===== src/rtl/bitwise_pkg.sv =====
// Shared types and constants for the two-requester bitwise arbiter.
package bitwise_pkg;

    localparam int unsigned NUM_REQ = 2;
    localparam int unsigned ID_W    = 1;
    localparam int unsigned OP_W    = 2;

    // Per-bit logic function applied across the whole operand width.
    typedef enum logic [OP_W-1:0] {
        OP_AND = 2'b00,
        OP_OR  = 2'b01,
        OP_XOR = 2'b10,
        OP_NOR = 2'b11
    } op_t;

endpackage


===== src/rtl/bitwise_unit.sv =====
// Shared combinational datapath: one gate per bit per function, then a 4:1 select.
module bitwise_unit
    import bitwise_pkg::*;
#(
    parameter int unsigned N = 32
) (
    input  op_t          op,
    input  logic [N-1:0] a,
    input  logic [N-1:0] b,
    output logic [N-1:0] y
);

    wire [N-1:0] and_y;
    wire [N-1:0] or_y;
    wire [N-1:0] xor_y;
    wire [N-1:0] nor_y;

    // Per-bit gate instances for every supported function.
    for (genvar i = 0; i < int'(N); i++) begin : g_bit
        and u_and (and_y[i], a[i], b[i]);
        or  u_or  (or_y[i],  a[i], b[i]);
        xor u_xor (xor_y[i], a[i], b[i]);
        nor u_nor (nor_y[i], a[i], b[i]);
    end

    // Pick the requested function.
    always_comb begin
        y = '0;
        case (op)
            OP_AND:  y = and_y;
            OP_OR:   y = or_y;
            OP_XOR:  y = xor_y;
            OP_NOR:  y = nor_y;
            default: y = '0;
        endcase
    end

endmodule


===== src/rtl/bitwise_arbiter.sv =====
// Round-robin arbiter sharing one bitwise datapath between two requesters,
// with a single registered result slot tagged by requester id.
module bitwise_arbiter
    import bitwise_pkg::*;
#(
    parameter int unsigned N = 32
) (
    input  logic         clk,
    input  logic         rst,

    input  logic         in0_valid,
    input  op_t          in0_op,
    input  logic [N-1:0] in0_a,
    input  logic [N-1:0] in0_b,
    output logic         in0_ready,

    input  logic         in1_valid,
    input  op_t          in1_op,
    input  logic [N-1:0] in1_a,
    input  logic [N-1:0] in1_b,
    output logic         in1_ready,

    output logic         out_valid,
    output logic [N-1:0] out_result,
    output logic [ID_W-1:0] out_id,
    input  logic         out_ready
);

    logic            out_valid_q,  out_valid_d;
    logic [N-1:0]    out_result_q, out_result_d;
    logic [ID_W-1:0] out_id_q,     out_id_d;
    logic [ID_W-1:0] last_grant_q, last_grant_d;

    logic            slot_free;
    logic            gnt0;
    logic            gnt1;
    logic            xfer;
    op_t             sel_op;
    logic [N-1:0]    sel_a;
    logic [N-1:0]    sel_b;
    logic [N-1:0]    unit_y;

    assign slot_free = !out_valid_q || out_ready;

    // Grant: single requester wins outright; a tie goes to the one not served last.
    always_comb begin
        gnt0 = 1'b0;
        gnt1 = 1'b0;
        if (!rst && slot_free) begin
            if (in0_valid && in1_valid) begin
                if (last_grant_q == ID_W'(0)) gnt1 = 1'b1;
                else                          gnt0 = 1'b1;
            end else if (in0_valid) begin
                gnt0 = 1'b1;
            end else if (in1_valid) begin
                gnt1 = 1'b1;
            end
        end
    end

    assign in0_ready = gnt0;
    assign in1_ready = gnt1;
    assign xfer      = gnt0 || gnt1;

    // Steer the granted requester's operands into the shared datapath.
    always_comb begin
        sel_op = in0_op;
        sel_a  = in0_a;
        sel_b  = in0_b;
        if (gnt1) begin
            sel_op = in1_op;
            sel_a  = in1_a;
            sel_b  = in1_b;
        end
    end

    bitwise_unit #(.N(N)) u_unit (
        .op (sel_op),
        .a  (sel_a),
        .b  (sel_b),
        .y  (unit_y)
    );

    // Slot next-state: load on transfer, drain when consumed, otherwise hold.
    always_comb begin
        out_valid_d  = out_valid_q;
        out_result_d = out_result_q;
        out_id_d     = out_id_q;
        last_grant_d = last_grant_q;
        if (xfer) begin
            out_valid_d  = 1'b1;
            out_result_d = unit_y;
            out_id_d     = ID_W'(gnt1);
            last_grant_d = ID_W'(gnt1);
        end else if (out_ready) begin
            out_valid_d  = 1'b0;
        end
    end

    // Slot and round-robin pointer registers.
    always_ff @(posedge clk) begin
        if (rst) begin
            out_valid_q  <= 1'b0;
            out_result_q <= '0;
            out_id_q     <= '0;
            last_grant_q <= ID_W'(1);
        end else begin
            out_valid_q  <= out_valid_d;
            out_result_q <= out_result_d;
            out_id_q     <= out_id_d;
            last_grant_q <= last_grant_d;
        end
    end

    assign out_valid  = out_valid_q;
    assign out_result = out_result_q;
    assign out_id     = out_id_q;

endmodule


===== config.mk =====
export PLATFORM = sky130hd
export DESIGN_NAME = bitwise_arbiter
export DESIGN_NICKNAME = d
export VERILOG_FILES = /design/src/rtl/bitwise_pkg.sv /design/src/rtl/bitwise_unit.sv /design/src/rtl/bitwise_arbiter.sv
export SDC_FILE = /design/constraint.sdc
export NUM_CORES = 1
export LEC_CHECK = 0
export CAP_MARGIN = 10
export CELL_PAD_IN_SITES_DETAIL_PLACEMENT = 1
export CELL_PAD_IN_SITES_GLOBAL_PLACEMENT = 2
export CORE_AREA = 2 2 139 141
export DETAILED_ROUTE_END_ITERATION = 10
export DIE_AREA = 0 0 141 143
export MAX_ROUTING_LAYER = met4
export PLACE_DENSITY_LB_ADDON = 0.1
export SETUP_SLACK_MARGIN = 0.1
export SYNTH_ARGS = -nofsm -noshare
export SYNTH_HDL_FRONTEND = slang
export SYNTH_SLANG_ARGS = --single-unit

===== constraint.sdc =====
create_clock -name clk -period 7 [get_ports clk]
set_input_delay 1.4 -clock clk [delete_from_list [all_inputs] [get_ports clk]]
set_output_delay 1.4 -clock clk [all_outputs]
set_load 0.03 [all_outputs]

After elaboration in Yosys (flattened, before gate mapping)
Index checks and enable logic that the tools add are counted.
{"block": "classes", "n_eq_ne": 3, "muxes": 15, "n_bitwise": 128, "reduce_logical": 8}
{"operator": "$pmux W32 S4", "n": 1}
{"operator": "$mux W32", "n": 2}
{"operator": "$and A1 B1 Y1", "n": 32}
{"operator": "$not A1 Y1", "n": 32}
{"operator": "$or A1 B1 Y1", "n": 32}
{"operator": "$xor A1 B1 Y1", "n": 32}
{"operator": "$mux W1", "n": 11}
{"operator": "$eq A2 B2 Y1 const B", "n": 2}
{"operator": "$eq A2 B1 Y1 const B", "n": 1}
{"operator": "$logic_and A1 B1 Y1", "n": 2}
{"operator": "$logic_not A1 Y1", "n": 2}
{"operator": "$logic_not A2 Y1", "n": 1}
{"operator": "$logic_or A1 B1 Y1", "n": 2}
{"operator": "$mux W2", "n": 1}
{"operator": "$reduce_bool A2 Y1", "n": 1}
{"block": "totals", "reg_bits": 35, "in_bits": 137, "output_inout_bits": 36, "word_cells": 158}

Longest topological paths before layout
Gate-level depths: netlist (run 1).
{"block": "depth", "ltp_word": 8, "ltp_mapped": 12, "depth_no_buf": 9}

By module
A second synthesis (run 1) with hierarchy kept.
{"block": "unflattened", "cells_unflattened": 466, "hier_area_um2": 4267.8}
{"module": "bitwise_arbiter", "instances": 1, "cells_each": 231, "area_each_um2": 2162.1}
{"module": "bitwise_unit", "instances": 1, "cells_each": 235, "area_each_um2": 2105.8}

Least setup slack after synthesis (run 1)
No wires, ideal clock.
{"block": "synth_timing", "path_type": "input -> output", "start": "in rst", "end": "out in1_ready", "t_arrival_ps": 2656, "path_slack_ps": 2944, "stages": 5, "path_buffers": 4, "path_cell_list": "buf_2 a2111oi_4 buf_4 buf_6 buf_6"}
{"block": "synth_between", "elab_chain_cells": 3}
{"element": "start, declared", "line": "bitwise_arbiter.sv:9", "source": "input logic rst,"}
{"element": "$logic_not A1 Y1", "line": "bitwise_arbiter.sv:49", "source": "if (!rst && slot_free) begin"}
{"element": "$logic_and A1 B1 Y1", "line": "bitwise_arbiter.sv:49"}
{"element": "$mux W1", "line": "bitwise_arbiter.sv:49"}
{"element": "end, declared", "line": "bitwise_arbiter.sv:21", "source": "output logic in1_ready,"}
Every way passes these cells.

Final worst setup path (run 1)
{"block": "layout_timing", "start": "in in1_valid", "end": "out in1_ready"}
{"block": "layout_between", "elab_chain_cells": 4}
{"element": "start, declared", "line": "bitwise_arbiter.sv:17", "source": "input logic in1_valid,"}
{"element": "$mux W1", "line": "bitwise_arbiter.sv:55", "source": "end else if (in1_valid) begin"}
{"element": "$mux W1", "line": "bitwise_arbiter.sv:53", "source": "end else if (in0_valid) begin"}
{"element": "$mux W1 (*)", "line": "bitwise_arbiter.sv:50", "source": "if (in0_valid && in1_valid) begin"}
{"element": "$mux W1 (*)", "line": "bitwise_arbiter.sv:49"}
Every way passes the cells marked *; elsewhere a longest branch is shown, timed or not.

==> results of run 1 <==
==> registers in the layout, summed over array words and instances, names as in the netlist <==
register,flops
out_id,1
out_result,32
last_grant_q,1
out_valid,1
==> cell families (layout without fill, tap and decap cells) <==
family	count (synthesis)	in the layout	share of synthesized area
flip-flops	35	35	0.132
buffers and inverters	112	249	0.101
AND/OR/NAND/NOR	172	172	0.154
multiplexers	131	131	0.257
adder cells (fa/ha/maj)	64	64	0.151
AO/OA/AOI/OAI	102	102	0.205
==> cell usage after synthesis, drive strengths merged <==
master / number
ha: 64
nor2: 101
a211oi: 32
nand2b: 66
mux2i: 96
o21a: 1
a211o: 1
o21ai: 1
dfxtp: 35
inv: 65
o221ai: 32
and3: 1
buf: 30
nor2b: 1
mux2: 35
clkbuf: 17
a2111oi: 1
a21oi: 34
nand2: 3
==> where the power goes <==
| group | total [mW] | internal, mW | leakage, nW | switching, mW |
|---|---|---|---|---|
| registers | 0.229 | 0.218 | 0.290 | 0.0105 |
| logic | 0.504 | 0.243 | 2.55 | 0.261 |
| clock network | 0.228 | 0.129 | 0.0628 | 0.0990 |
==> metal layers <==
metal	wire length, microns	up-vias	track usage	share of wire
li1	-	2394	-	-
met1	7570	2368	0.198	0.45
met2	8460	100	0.315	0.50
met3	738	6	0.0322	0.044
met4	116	0	0.0295	0.0069
met5	0	-	-	0
==> final cells by class <==
class,count,area [sq um]
Clock buffer,6,129
Inverter,65,244
Multi-Input combinational cell,469,4080
Sequential cell,35,701
Fill cell,2150,11400
Timing Repair Buffer,178,1760
Tap cell,234,293
==> cell usage in the layout, fill, tap and decap left out <==
cell type        instances
a211o_1                  1
o221ai_1                 1
clkbuf_1                 1
a21oi_1                 34
buf_12                   1
mux2i_1                 96
buf_4                    5
inv_2                    6
dfxtp_1                 35
buf_2                    3
mux2_4                   3
a211oi_1                 1
clkdlybuf4s50_1        169
o221ai_2                31
o21ai_4                  1
clkbuf_16                5
o21a_2                   1
nand2b_1                66
ha_1                    64
a2111oi_4                1
nor2_1                 101
nand2_1                  3
mux2_1                  32
nor2b_1                  1
and3_1                   1
a211oi_2                31
inv_1                   59
==> worst paths after layout <==
kind              slack [ps]                          to
setup / recovery        2410                   in1_ready
hold / removal           500         out_id$_SDFFE_PP0P_
setup reg to reg        3800  out_result[8]$_SDFFE_PP0P_
hold reg to reg          500         out_id$_SDFFE_PP0P_
==> worst max-delay path, stage by stage <==
cell	delay, ps
clkdlybuf4s50_1	590
inv_2	70
a2111oi_4	340
clkdlybuf4s50_1	790
==> stage by stage <==
stage | hold slack [ps] | utilization | instances | cell area (sq um)
2_1_floorplan | 510 | - | 616 | 5310
3_3_place_gp | 493 | 0.381 | 981 | 7090
3_5_place_dp | 494 | 0.381 | 981 | 7090
4_1_cts | 514 | 0.388 | 987 | 7210
5_1_grt | 548 | 0.388 | 987 | 7210
6_report | 505 | 0.388 | 987 | 7210
==> flow_metrics.tcl, run 1 <==
set metrics [dict create \
    die-area_sq_um 20200 \
    diodes 0 \
    core-area_sq_um 18600 \
    grt.overflow.total 0 \
    place_hpwl_microns 11200 \
    die_w_microns 141 \
    place.gp.congestion 0.702 \
    cts_resized 0 \
    relSlewSlack 0.292 \
    drtIter0Drc 94 \
    period_needed_ps 4590 \
    via_per_inst 4.93 \
    num_rows 50 \
    setup-tns-final_ps 0 \
    crit_required_ps 5600 \
    power.total_mw 0.960 \
    netlist_top_cells_area "mux2i_1, ha_1, dfxtp_1" \
    slew_violations 0 \
    setup_viol 0 \
    vias 4868 \
    cts.sinks 35 \
    grt_pass1_vias 5257 \
    cts_buffers 5 \
    cts_tree "built" \
    yosysTopAreaCell "mux2i_1" \
    r2r-start "out_valid$_SDFFE_PP0P_" \
    max_slew.worst_pin.slew_ps 1060 \
    drive_gt1_frac 0.117 \
    cts_max_level 2 \
    synth_seq_area_share 0.132 \
    hold_start "out_id$_SDFFE_PP0P_" \
    start_kind "input port" \
    p_leak_nw 2.91 \
    startpoint "in1_valid" \
    syn_nets 817 \
    hold_depth 2 \
    hp-class "reg -> reg" \
    powerDensity_nw_per_um2 133 \
    layout_setup_ws_ps 2410 \
    worstSetupPathType "in -> out" \
    ys.warnings.count 0 \
    finClkSkew_ps 4.79 \
    critPathArrivalTime_ps 3190 \
    netlist_area_sq_um 5310 \
    finalCritPeriodShare 0.655 \
    grt_max_degree 128 \
    die_h_microns 143 \
    rsz0062_at_grt "no" \
    firstDrtPassIters 4 \
    drv_cap 0 \
    routedWlPerCell_microns 17.1 \
    yosysUniqueCellTypes 28 \
    postCtsHoldBufs 0 \
    synth.avg_cell_area_sq_um 8.62 \
    grt_first_pass_wirelength_microns 27100 \
    critPathMaxFanout 4 \
    portBuffers 172 \
    areaGrowthSynthToFinish_pct 35.9 \
    cp-end-kind "output pin" \
    outcome "completed" \
    antenna_found_initial 0 \
    ys_ff_latch 35 \
    syn_inst 616 \
    start_util 0.286 \
    detail-route-antenna-nets 0 \
    post-cts-setup-buffer-count 0 \
    ios 173 \
    nets 955 \
    clk_latency_ps 290 \
    synth_top_area_share 0.181 \
    clock-root-buffer "clkbuf_16" \
    cts.path.max_buffers 2 \
    pre_cts_ws_ps 2170 \
    vdd_drop_max_v 0.0000746 \
    globalRouteTotalUtil 0.172 \
    drt-total-wl_microns 16900 \
    cts.clk_slew.worst_paths_ps 60 \
    max_clock_freq_mhz 218 \
    hold_violations 0 \
    drc_errors 0 \
    r2r_cells 11 \
]
Power figures use the tool's default switching activity.
==> inputs of run 2 (changes only) <==
--- a/config.mk
+++ b/config.mk
@@ -8,9 +8,9 @@
 export CAP_MARGIN = 10
 export CELL_PAD_IN_SITES_DETAIL_PLACEMENT = 1
 export CELL_PAD_IN_SITES_GLOBAL_PLACEMENT = 2
-export CORE_AREA = 2 2 139 141
+export CORE_AREA = 2 2 144 146
 export DETAILED_ROUTE_END_ITERATION = 10
-export DIE_AREA = 0 0 141 143
+export DIE_AREA = 0 0 146 148
 export MAX_ROUTING_LAYER = met4
 export PLACE_DENSITY_LB_ADDON = 0.1
 export SETUP_SLACK_MARGIN = 0.1
==> constraint.sdc (replaced) <==
create_clock -name clk -period 4.4 [get_ports clk]
set_input_delay 0.88 -clock clk [delete_from_list [all_inputs] [get_ports clk]]
set_output_delay 0.88 -clock clk [all_outputs]
set_load 0.03 [all_outputs]
==> run 2 against run 1 <==
Sequential power rose by 60%. Non-clock buffer count up 4. Total power grew 68%. Clock skew about the same. Design area rose by 1.8%. Global-route usage down 0.58 points. Sequential share of layout area shrank 0.17 points. Critical path type is now in -> reg.
==> flow_metrics.tcl, run 2 (synthesis gave the netlist of run 1 again) <==
set metrics [dict create \
    outcome "completed" \
    period_needed_ps 3620 \
    num_rows 52 \
    detail-route-antenna-nets 0 \
    vias 4922 \
    layout_common_cells "clkdlybuf4s50_1, nor2_1, mux2i_1" \
    drt-total-wl_microns 17300 \
    drc_errors 0 \
    hold_violations 0 \
    layout_setup_ws_ps 781 \
    nets 959 \
    max_clock_freq_mhz 276 \
    grt_max_degree 60 \
    power.total_mw 1.61 \
    seq_power_share 0.227 \
    die-area_sq_um 21600 \
    drtIter0Drc 116 \
    setup_viol 0 \
    cts.path.max_buffers 2 \
    rsz0062_at_grt "no" \
    hp-class "reg -> reg" \
    globalRouteTotalUtil 0.166 \
    vdd_drop_max_v 0.000132 \
    routedWlPerCell_microns 16.9 \
    clk_latency_ps 290 \
    holdWs_ps 507 \
    p_leak_nw 2.95 \
    cts.sinks 35 \
    cts_tree "built" \
    place.gp.congestion 0.738 \
    drive_gt1_frac 0.125 \
    die_h_microns 148 \
    drv_cap 0 \
    relSlewSlack 0.507 \
    grt_first_pass_wirelength_microns 28300 \
    portBuffers 172 \
    slew_violations 0 \
    cts.clk_slew.worst_paths_ps 60 \
    pre_cts_ws_ps 504 \
    firstDrtPassIters 4 \
    placed_cell_area_sq_um 7170 \
    place_hpwl_microns 12000 \
    cts_resized 0 \
    via_per_inst 4.78 \
    final_area_sq_um 7340 \
    clock-root-buffer "clkbuf_16" \
    p_comb_frac 0.500 \
    areaGrowthSynthToFinish_pct 38.4 \
    worstSetupPathType "in -> reg" \
    antenna_found_initial 0 \
    postCtsHoldBufs 0 \
    largest_reg_flops 32 \
    diodes 0 \
    pwr-share-clk 0.273 \
    critPathArrivalTime_ps 3830 \
    stdcell_count 1029 \
    start_util 0.265 \
    core-area_sq_um 20000 \
    powerDensity_nw_per_um2 220 \
    grt.overflow.total 0 \
    cts_max_level 2 \
    grt_pass1_vias 5393 \
    ios 173 \
    crit_required_ps 4620 \
    critPathMaxFanout 59 \
    die_w_microns 146 \
    fin_util 0.366 \
    post-cts-setup-buffer-count 0 \
    setup-tns-final_ps 0 \
    cp-end-kind "flip-flop" \
    fillers 2363 \
    final_common_cell "clkdlybuf4s50_1" \
    start_kind "input port" \
    p_sw_frac 0.369 \
    cts_buffers 5 \
    max_slew.worst_pin.slew_ps 739 \
    finClkSkew_ps 5.16 \
    finalCritPeriodShare 0.822 \
    switchingPower_mw 0.595 \
    p_int_mw 1.02 \
    dp_cells 1021 \
]
run 2: cell types whose count changed in the layout (fill, tap and decap cells not counted):
cell | previous run | this run
buf_12 | 1 | 2
bufinv_16 | 0 | 1
o21a_2 | 1 | 0
buf_4 | 5 | 9
clkdlybuf4s50_1 | 169 | 168
o21a_1 | 0 | 1
clkbuf_8 | 0 | 1
clkbuf_1 | 1 | 0
clkinv_2 | 0 | 1
run 2: routing by layer:
layer / global-route usage / part of all wire
met1: 0.195 / 0.44
met2: 0.301 / 0.51
met5: - / 0
met4: 0.0301 / 0.011
met3: 0.0281 / 0.042
run 2: cell type report:
class	instances	area [sq um]	share of cell area
clock buffers	6	139	0.0189
clock inverters	2	35.0	0.00477
inverters	65	244	0.0332
multi-input cells	469	4080	0.556
flip-flops and latches	35	701	0.0954
well taps	270	338	0.0460
repair buffers	182	1800	0.246
run 2: final timing paths:
| path | from | endpoint | slack (ps) | cells after the start |
|---|---|---|---|---|
| max reg2reg | out_valid$_SDFFE_PP0P_ | out_result[7]$_SDFFE_PP0P_ | 1620 | 10 |
| min | out_id$_SDFFE_PP0P_ | out_id$_SDFFE_PP0P_ | 510 | 2 |
| min reg2reg | out_id$_SDFFE_PP0P_ | out_id$_SDFFE_PP0P_ | 510 | 2 |
| max | in1_valid | out_result[7]$_SDFFE_PP0P_ | 780 | 11 |
run 2: critical path, cell delays in order:
cell	delay (ps)
clkdlybuf4s50_1	590
inv_2	70
a2111oi_4	480
buf_12	390
mux2i_1	390
inv_1	90
ha_1	320
nor2_1	50
mux2i_1	200
o221ai_2	130
a211oi_2	190
run 2: power by group through the flow:
| stage | combinational [mW] | sequential, mW | clock (mW) |
|---|---|---|---|
| detailed placement | 0.818 | 0.374 | 0 |
| finish | 0.806 | 0.366 | 0.440 |
| CTS | 0.822 | 0.367 | 0.460 |
| global placement | 0.792 | 0.373 | 0 |
| floorplan | 0.475 | 0.426 | 0 |
| global route | 0.890 | 0.370 | 0.467 |
